File: src/rtl/rh_intr.sv
// rh_intr: RH11 interrupt request sequencer. It watches CS1 and raises a BR request,
// completes the grant/ack handshake, supplies the vector and pulses rhIACK.
module rh_intr #(
    parameter int          BRLEV = 6,
    parameter logic [17:0] VECT  = 18'o000254
) (
    input  logic        clk,
    input  logic        rst,
    input  logic        devRESET,
    input  logic        rhCLR,
    input  logic        devLOBYTE,
    input  logic [0:35] devDATAI,
    input  logic        rhcs1WRITE,
    input  logic [15:0] rhCS1,
    input  logic [7:4]  devINTA,
    output logic [7:4]  devINTR,
    output logic [17:0] devVECT,
    output logic        rhIACK,
    output logic [15:0] intrCNT,
    output logic        intrOVR
);
    localparam logic [1:0] IDLE = 2'd0, REQ = 2'd1, ACK = 2'd2;
    logic [1:0]  state_q, state_d;
    logic [15:0] cnt_q, cnt_d;
    logic        last_rdy_q, last_sc_q, ovr_q, ovr_d;
    logic        ie, rdy, sc, trig, clear, grant, unused;
    assign ie     = rhCS1[6];
    assign rdy    = rhCS1[7];
    assign sc     = rhCS1[15];
    assign clear  = devRESET | rhCLR;
    assign grant  = devINTA[BRLEV];
    assign unused = ^{devDATAI[0:27], devDATAI[30:35], rhCS1[14:8], rhCS1[5:0]};
    // devDATAI is big-endian: data bit n lives at devDATAI[35-n]
    assign trig = (ie & rdy & (~last_rdy_q | (sc & ~last_sc_q)))
                | (rhcs1WRITE & devLOBYTE & devDATAI[29] & devDATAI[28] & rdy);
    always_comb begin
        state_d = clear ? IDLE
                : (state_q == REQ) ? (grant ? ACK : (ie | trig) ? REQ : IDLE)
                : (trig ? REQ : IDLE);
        ovr_d   = ~clear & (ovr_q | ((state_q == REQ) & trig));
        cnt_d   = ((state_d == ACK) && (cnt_q != 16'hFFFF)) ? cnt_q + 16'd1 : cnt_q;
    end
    always_comb begin
        devINTR        = '0;
        devINTR[BRLEV] = (state_q == REQ);
    end
    assign devVECT = (state_q == ACK) ? VECT : 18'd0;
    assign rhIACK  = (state_q == ACK);
    assign intrCNT = cnt_q;
    assign intrOVR = ovr_q;
    // history starts at 1 so the first cycle out of reset cannot see a false edge
    always_ff @(posedge clk) begin
        if (rst) begin
            state_q    <= IDLE;
            cnt_q      <= '0;
            ovr_q      <= 1'b0;
            last_rdy_q <= 1'b1;
            last_sc_q  <= 1'b1;
        end else begin
            state_q    <= state_d;
            cnt_q      <= cnt_d;
            ovr_q      <= ovr_d;
            last_rdy_q <= rdy;
            last_sc_q  <= sc;
        end
    end
endmodule

File: config.mk
export PLATFORM = sky130hd
export DESIGN_NAME = rh_intr
export DESIGN_NICKNAME = d
export VERILOG_FILES = /design/src/rtl/rh_intr.sv
export SDC_FILE = /design/constraint.sdc
export NUM_CORES = 1
export LEC_CHECK = 0
export CAP_MARGIN = 20
export CORE_AREA = 2 2 63 65
export DETAILED_ROUTE_END_ITERATION = 16
export DIE_AREA = 0 0 65 67
export GPL_ROUTABILITY_DRIVEN = 0
export HOLD_SLACK_MARGIN = 0.05
export PLACE_DENSITY = 0.84
export SLEW_MARGIN = 20
export SYNTH_ARGS = -nofsm -noshare
export SYNTH_HDL_FRONTEND = slang
export SYNTH_SLANG_ARGS = --single-unit
export TNS_END_PERCENT = 20
File: constraint.sdc
create_clock -name clk -period 3.5 [get_ports clk]
set_input_delay 0.35 -clock clk [delete_from_list [all_inputs] [get_ports clk]]
set_output_delay 0.35 -clock clk [all_outputs]
set_load 0.01 [all_outputs]
==> impl_metrics.ini <==
[floorplanning]
ios = 102
die-area_um2 = 4360
rows = 22
start_util_pct = 34.9
die_h_um = 67
die_x_um = 65
core-area_um2 = 3610

[timing]
hold_viol = 0
skew_ns = 0.00189
maxSlewViolCount = 0
fin_crit_ns = 1.85
fmax_mhz = 539
finalCritPeriodShare_pct = 53.0
worst_pin_slew_ns = 0.701
setup_viol = 0
tns_ns = 0
rsz0062_at_grt = no
max_slew_margin_pct = 52.9
layout_setup_ws_ns = 1.65

[clock_tree]
cts_buffers = 3
ctsHtreeMaxLevel = 1
cts_buffer_depth = 2
clk_latency_ns = 0.26
ctsHoldBuffers = 0
cts_tree = built
clk_pin_slew_ns = 0.07
clock_sinks = 21
postCtsResizedCells = 0
cts_setup_buffers = 0
clock-root-buffer = clkbuf_8

[worst_setup_path]
critPathMaxFanout = 13
reg2reg_from = intrCNT[0]
critical_path_arrival_ns = 2.01
reg2reg_to = intrCNT[15]
cp.required_ns = 3.65
path_class = input port to register
worstSetupStartpointType = input port
slowest_stage = clkdlybuf4s50_1
slowest_delay_ns = 0.47
endpoint_kind = register
crit_family = simple AND/OR/NAND/NOR gates
reg2regPathDepth = 5
cp_num_buf_inv = 1
ff2ff_setup_slack_ns = 1.66
path_cells = clkdlybuf4s50_1 -> and3b_2 -> nand2_2 -> nor4_1 -> mux2_2

[place]
dp.cells = 216
postPlaceCellArea_um2 = 1540
post-place-ws_ns = 1.35
io_buffers = 34
hpwl_um = 1940

[global_routing]
grt_max_degree = 21
antenna_found_initial = 0
grt.total_usage_pct = 12.5
first_global_vias = 943
grt_overflow = 0
grt_pass1_wl_um = 4300

[logic_synthesis]
synth-main-ff-cell = dfxtp_1
syn-cell-area_um2 = 1260
ys_ff_latch = 21
synth_edf_count = 0
yosysUniqueCellTypes = 37
yosysWarnings = 0
syn_avg_cell_area_um2 = 8.86
synth_cells = 142
yosysSeqAreaShare_pct = 33.4
async_flop_share_pct = 0

[power_and_ir_drop]
ir_drop_v = 0.000161
p_per_area_nw_per_um2 = 273
leakage_nw = 0.535
power_mw = 0.432

[route]
routed_wirelength_um = 2640
avgRoutedWirePerCell_um = 12.0
vias = 1116
drt-pass1-iter-count = 4
drt_iter0_markers = 43
vias_per_cell = 5.07
drc = 0
postRouteAntennaNets = 0

[worst_hold_path]
hp-start = intrOVR
hp-class = register to register
holdPathEnd = intrOVR
whs_path_depth = 2

[layout]
diodes = 0
final_cells = 220
layout_commonest_cell = clkdlybuf4s50_1
final_cell_mix = clkdlybuf4s50_1 (34), dfxtp_1 (21), conb_1 (17), a21oi_1 (16), o31ai_1 (11)
design_area_um2 = 1580
area_growth_pct = 25.8
layout-drive-gt1-share_pct = 8.72
nNetsFinal = 236

[run_status]
outcome = finished, final reports clean

[run]
max-cap-violations = 0
[registers in the layout (all words and copies together), names as in the netlist]
| name | count |
|---|---|
| last_rdy_q | 1 |
| last_sc_q | 1 |
| state_q | 2 |
| intrOVR | 1 |
| intrCNT | 16 |
[logic make-up (layout without fill, tap and decap cells)]
group / count (synthesis) / after routing / synth area share, %
AO/OA/AOI/OAI: 35 / 35 / 17.0
adder cells (fa/ha/maj): 1 / 1 / 0.995
buffers and inverters: 27 / 41 / 15.6
flip-flops: 21 / 21 / 33.4
multiplexers: 1 / 1 / 0.895
other: 1 / 17 / 0.298
AND/OR/NAND/NOR: 56 / 56 / 31.7
[area by class of cell]
type                    count  area (um^2)
clock buffers               4         45.0
fillers                   356         2020
inverters                   2         7.51
multi-input cells         110          701
flip-flops and latches     21          420
well taps                  48         60.1
repair buffers             35          348
[synth_stat cells, types with 2 or more instances]
| cell | count | area share (%) |
|---|---|---|
| a21oi_1 | 16 | 6.4 |
| and4_1 | 3 | 2.1 |
| and4_4 | 2 | 1.8 |
| buf_4 | 21 | 13 |
| buf_6 | 2 | 1.8 |
| dfxtp_1 | 21 | 33 |
| inv_1 | 2 | 0.60 |
| nand2_1 | 5 | 1.5 |
| nand3_1 | 4 | 1.6 |
| nand3b_1 | 2 | 1.2 |
| nand4_1 | 4 | 2.0 |
| nand4_2 | 2 | 2.0 |
| nor2_1 | 3 | 0.90 |
| nor2b_1 | 3 | 1.5 |
| nor3_1 | 3 | 1.2 |
| nor4_1 | 2 | 0.99 |
| o21ai_0 | 4 | 1.6 |
| o31ai_1 | 11 | 6.6 |
| or2_2 | 2 | 0.99 |
| or3_1 | 4 | 2.0 |
| or4_1 | 10 | 6.0 |
[per-layer routing]
layer	up-vias	global-route usage [%]	part of all wire [%]
met3	2	3.38	8.7
met4	0	3.19	0.30
met5	-	0	0
li1	562	-	-
met2	45	21.1	45
met1	507	15.6	46
[power by group]
group | switching (mW) | internal, mW | total (mW)
clock | 0.0771 | 0.0811 | 0.158
sequential | 0.000363 | 0.240 | 0.240
combinational | 0.0188 | 0.0144 | 0.0333
total | 0.0963 | 0.336 | 0.432
[worst reg2reg max path, stage by stage (launching register included)]
cell,delay [ns]
dfxtp_1,0.41
ha_1,0.24
nand3_1,0.18
nor3_1,0.59
or4_1,0.21
a21oi_1,0.06
[how the worst max path moves through the flow]
stage          slack, ns           to  cells past startpoint       start
6_report            1.65   intrCNT[6]                      5  devINTA[6]
3_3_place_gp        1.43   intrCNT[6]                      5  devINTA[6]
4_1_cts             1.62   intrCNT[6]                      5  devINTA[6]
3_5_place_dp        1.35   intrCNT[6]                      5  devINTA[6]
2_1_floorplan       1.89   intrCNT[5]                      6  intrCNT[0]
5_1_grt             1.45  intrCNT[15]                      5  intrCNT[0]
[stage by stage]
| step | hold slack, ns | util, % |
|---|---|---|
| CTS | 0.454 | 43.9 |
| floorplan | 0.457 | - |
| global route | 0.460 | 43.9 |
| detailed placement | 0.442 | 42.6 |
| global placement | 0.441 | 42.6 |
| finish | 0.456 | 43.9 |
Power figures use the tool's default switching activity.
==> RTL edit 1: new RTL, same flow settings <==
Register the output `devINTR`, with the module's reset; this adds one clock of latency there. The other outputs are not delayed to match.
--- a/src/rtl/rh_intr.sv
+++ b/src/rtl/rh_intr.sv
@@ -22,2 +22,4 @@
     localparam logic [1:0] IDLE = 2'd0, REQ = 2'd1, ACK = 2'd2;
+
+    logic [7:4] devINTR_d;
     logic [1:0]  state_q, state_d;
@@ -43,4 +45,4 @@
     always_comb begin
-        devINTR        = '0;
-        devINTR[BRLEV] = (state_q == REQ);
+        devINTR_d      = '0;
+        devINTR_d[BRLEV] = (state_q == REQ);
     end
@@ -66,2 +68,10 @@
     end
+    always_ff @(posedge clk) begin
+        if (rst) begin
+            devINTR <= '0;
+        end else begin
+            devINTR <= devINTR_d;
+        end
+    end
+
 endmodule
Check against the original RTL: not equivalent (a bounded check fails within 4 cycles, from zero or initial values and one cycle with rst high).
==> RTL edit 1 against the original RTL <==
  * Worst setup slack worse by 0.37 ns
  * Sequential cell count up 1
  * Routed wire length down 2.6%
  * Combinational power down 5%
  * Power up 6.6%
  * Core utilization up 0.35 points
  * Cell area up 0.79%
  * Critical path depth unchanged
  * Synthesized area up 0.60%
  * Sequential power up 5%
  * Fmax down 17%
==> RTL edit 1: results (changes against the original RTL) <==
| Metric | Value |
|---|---|
| Final worst path period share | 0.6363 (was 0.5297) |
| Pin count of the biggest net entering global routing | 24 (was 21) |
| Number of global-route vias before repair | 963 (was 943) |
| Final net count | 241 (was 236) |
| Initial detailed-routing violation count | 35 (was 43) |
| Netlist cell types | 41 (was 37) |
| Wire length per cell | 11.43 um (was 12.00 um) |
| Pre-CTS setup slack | 1.023 ns (was 1.353 ns) |
| Area contributors post-synth | dfxtp_1 (35%), buf_4 (12%), or4_1 (4.7%) (was dfxtp_1 (33%), buf_4 (13%), o31ai_1 (6.6%)) |
| PD cells | 288.8 nW/um^2 (was 273.1 nW/um^2) |
| Reg-to-reg endpoint | intrCNT[14] (was intrCNT[15]) |
| Avg Vias per Cell | 5.000 (was 5.073) |
| Total GRT Usage | 0.1171 (was 0.1246) |
| Crit path capture | intrCNT[15] (was intrCNT[6]) |
| Cell total after placement | 221 (was 216) |
| Layout cells sized above 1 | 0.07910 (was 0.08721) |
| Leakage Power | 0.5394 nW (was 0.5353 nW) |
| Non-Filler Instances | 225 (was 220) |
| Clock Skews | 0.002001 ns (was 0.001888 ns) |
| Maximum vdd drop | 0.1058 mV (was 0.1610 mV) |
| Status | completed (unchanged) |
| Global-route wire length before repair | 4112 um (was 4298 um) |
| Crit path from | rhCLR (was devINTA[6]) |
| Synth cell count leaders | dfxtp_1 (22), buf_4 (21), a21oi_1 (11), or4_1 (8) (was buf_4 (21), dfxtp_1 (21), a21oi_1 (16), o31ai_1 (11), or4_1 (10)) |
| Least-Margin Pin Slew | 0.7955 ns (was 0.7010 ns) |
| Placed cell area | 1539 sq um (was 1536 sq um) |
| R2R Setup Slk | 1.33 ns (was 1.66 ns) |
| CP Data Arrival Time | 2.40 ns (was 2.01 ns) |
| Synth Instances | 149 (was 142) |
[RTL edit 1: cell count changes after synthesis, sizes merged, moves of 2 or more]
cell / before / now
nand3: 4 / 6
o21ai: 4 / 7
o31ai: 11 / 5
nor2b: 3 / 5
and4: 5 / 2
nor2: 4 / 7
or2: 2 / 4
nor3b: 0 / 2
nand2: 6 / 4
or4: 10 / 8
a21oi: 16 / 11
clkbuf: 1 / 3
[RTL edit 1: cells by family after synthesis]
kind of cell,count (synthesis),synth area share
buffers and inverters,30,0.1622
other,1,0.002965
multiplexers,2,0.01780
adder cells (fa/ha/maj),1,0.009890
flip-flops,22,0.3482
AND/OR/NAND/NOR,62,0.3086
AO/OA/AOI/OAI,31,0.1504
[RTL edit 1: critical path: stages]
cell             delay [ns]
clkdlybuf4s50_1        0.45
or3b_1                 0.38
or4_1                  0.55
or4_1                  0.52
a21oi_1                0.15
[RTL edit 1: layout make-up]
class                           count  share of cell area
Inverter                            3            0.007064
Sequential cell                    22              0.2763
Timing Repair Buffer               35              0.2182
Tap cell                           48             0.03768
Multi-Input combinational cell    113              0.4262
Clock buffer                        4             0.03454
[RTL edit 1: power by group]
group | leakage, nW | switching (mW) | internal, mW
clock | 0.0288 | 0.0770 | 0.100
combinational | 0.333 | 0.0174 | 0.0142
sequential | 0.178 | 0.000389 | 0.251
[RTL edit 1: metrics by stage]
stage                     power [mW]  hold WS (ns)
after floorplan               0.2888        0.4565
after global placement        0.2888        0.4356
after detailed placement      0.2895        0.4553
after CTS                     0.4657        0.4670
after global routing          0.4813        0.4767
final                         0.4604        0.4614
[RTL edit 1: worst min path at each step]
stage,start,endpoint,depth (start not counted),slack (ns)
final,intrOVR,intrOVR,2,0.46
after global routing,intrOVR,intrOVR,2,0.48
after CTS,intrOVR,intrOVR,2,0.47
after detailed placement,intrOVR,intrOVR,2,0.46
after global placement,intrOVR,intrOVR,2,0.44
after floorplan,rhCS1[7],last_rdy_q,1,0.46
[RTL edit 1: routing by layer]
| metal | share of wire | global-route usage | up-vias |
|---|---|---|---|
| met4 | 0.0016 | 0.03191 | 0 |
| met2 | 0.47 | 0.2075 | 37 |
| met3 | 0.068 | 0.01858 | 2 |
| met1 | 0.46 | 0.1465 | 520 |
| met5 | 0 | 0 | - |
| li1 | - | - | 566 |
==> RTL edit 2: new RTL, config.mk and constraints unchanged <==
Made on the original files. Reset style: asynchronous (`rst`), changed in one clocked block.
--- a/src/rtl/rh_intr.sv
+++ b/src/rtl/rh_intr.sv
@@ -51,3 +51,3 @@
     // history starts at 1 so the first cycle out of reset cannot see a false edge
-    always_ff @(posedge clk) begin
+    always_ff @(posedge clk or posedge rst) begin
         if (rst) begin
Check against the original RTL: differs if rst is asserted again (counterexample within 4 cycles, from zero or initial values and one cycle with rst high); with rst held inactive, the same outputs for 10 cycles.
==> RTL edit 2 against the original RTL <==
  * Fmax is 0.27% higher
  * Cell area down 2.5%
  * Worst setup slack gained 0.0050 ns
  * Power is 5.9% higher
  * Sequential cell count unchanged
  * Synthesized area down 5.0%
  * Cell count is 9.5% lower
  * Routed wire length is 11% lower
  * Critical path type is now reg2out
  * Largest power group unchanged
  * Highest routed layer unchanged
==> RTL edit 2: results (changes against the original RTL) <==
| Metric | Value |
|---|---|
| Post-CTS Resized | 0 (unchanged) |
| Fillers | 361 (was 356) |
| Wire length per cell | 11.76 um (was 12.00 um) |
| Post-synthesis compound-gate area fraction | 0.07644 (was 0.1701) |
| Number of global-route vias before repair | 848 (was 943) |
| Skew-Pair Late Insertion Delay | 0.26 ns (about the same) |
| Maxcap violations | 0 (unchanged) |
| Max FFs per register | 16 (unchanged) |
| Drt pass-1 iters | 4 (unchanged) |
| H-tree Lvls | 1 (unchanged) |
| # Post-CTS Setup Buffers | 0 (unchanged) |
| Ant diodes | 0 (unchanged) |
| Initial detailed-routing violation count | 26 (was 43) |
| Status | completed (unchanged) |
| Xor/xnor share of the synthesized area | 0.06597 (was 0) |
| Global-route wire length before repair | 3829 um (was 4298 um) |
| Clock Skews | 0.003111 ns (was 0.001888 ns) |
| Layout cells sized above 1 | 0.07947 (was 0.08721) |
| Via count | 917 (was 1116) |
| Clock-pin slew on the worst setup and hold paths | 0.07 ns (about the same) |
| Antenna violations before repair | 0 (unchanged) |
| WL final | 2340 um (was 2640 um) |
| Leakage Power | 0.6451 nW (was 0.5353 nW) |
| Final net count | 215 (was 236) |
| Top_reg_cell synth | dfrtp_1 (was dfxtp_1) |
| Ys Warns | 0 (unchanged) |
| Area contributors post-synth | dfrtp_1 (40%), buf_4 (13%), dfstp_2 (4.4%) (was dfxtp_1 (33%), buf_4 (13%), o31ai_1 (6.6%)) |
| Sequential share of the synthesized area | 0.4419 (was 0.3343) |
| CP Data Arrival Time | 1.50 ns (was 2.01 ns) |
| CP max stage delay | 0.59 ns (was 0.47 ns) |
| Synth Area in Adders | 0.01047 (was 0.009950) |
| Critical Path Fanout Max | 5 (was 13) |
| CTS Root Buffer Type | clkbuf_8 (unchanged) |
| Total GRT Usage | 0.1160 (was 0.1246) |
| CTS Buf Count | 3 (unchanged) |
| Syn avg cell area | 10.13 sq um (was 8.855 sq um) |
| Synth cell count leaders | buf_4 (21), dfrtp_1 (19), nand2_1 (11), nand4_1 (6), xnor2_1 (5) (was buf_4 (21), dfxtp_1 (21), a21oi_1 (16), o31ai_1 (11), or4_1 (10)) |
| Least-Margin Pin Slew | 0.7995 ns (was 0.7010 ns) |
| Async S/R FF share, synth | 1.000 (was 0) |
| Post-synthesis mux area share | 0.04712 (was 0.008955) |
| Clk buf depth | 2 (unchanged) |
| Critical path buffers and inverters | 1 (unchanged) |
| Maximum vdd drop | 0.1143 mV (was 0.1610 mV) |
| Post-DP HPWL | 1796 um (was 1939 um) |
| Largest delay contributor family on the critical path | buffers and inverters (was simple AND/OR/NAND/NOR gates) |
| Netlist cell types | 35 (was 37) |
| HP Class | reg2reg (unchanged) |
| R2R Setup Slk | 1.71 ns (was 1.66 ns) |
| Cell total after placement | 195 (was 216) |
| I/O Buffers | 34 (unchanged) |
| Pin count of the biggest net entering global routing | 22 (was 21) |
[RTL edit 2: changes by cell type after synthesis, moves of 4 or more]
cell	unedited run	this run
a21oi_1	16	4
xor2_1	0	4
xnor2_1	0	5
nand2_1	5	11
dfrtp_1	0	19
or4_1	10	0
o31ai_1	11	0
dfxtp_1	21	0
[RTL edit 2: stage by stage]
step	hold slack, ns	area (sq um)	utilization	worst slack [ns]
floorplan	0.3250	1255	-	1.883
CTS	0.5072	1543	0.4278	1.626
detailed placement	0.4954	1498	0.4153	1.387
finish	0.5002	1543	0.4278	1.651
global placement	0.4835	1498	0.4153	1.376
global route	0.5209	1543	0.4278	1.472
[RTL edit 2: final timing paths]
path / startpoint / to / cells after the start
setup / recovery: state_q[1] / devVECT[3] / 2
hold / removal: intrCNT[10] / intrCNT[10] / 1
setup reg to reg: intrCNT[13] / intrCNT[1] / 4
hold reg to reg: intrCNT[10] / intrCNT[10] / 1
max in group asynchronous: rst / intrCNT[9] / 2
min in group asynchronous: rst / intrCNT[12] / 2
[RTL edit 2: layout make-up]
type | instances | share of cell area
Timing Repair Buffer | 34 | 0.2206
Multi-Input combinational cell | 88 | 0.3593
Inverter | 4 | 0.009732
Tap cell | 48 | 0.03893
Sequential cell | 21 | 0.3423
Clock buffer | 4 | 0.02920
[RTL edit 2: power by group]
group,switching [mW],internal (mW)
combinational,0.0237,0.0227
sequential,0.00501,0.249
clock,0.0759,0.0812
[RTL edit 2: routing by layer]
layer | track usage | vias up | share of wire
met1 | 0.1491 | 425 | 0.46
met4 | 0.06383 | 0 | 0.020
met5 | 0 | - | 0
met3 | 0.02534 | 5 | 0.082
li1 | - | 446 | -
met2 | 0.1804 | 41 | 0.44
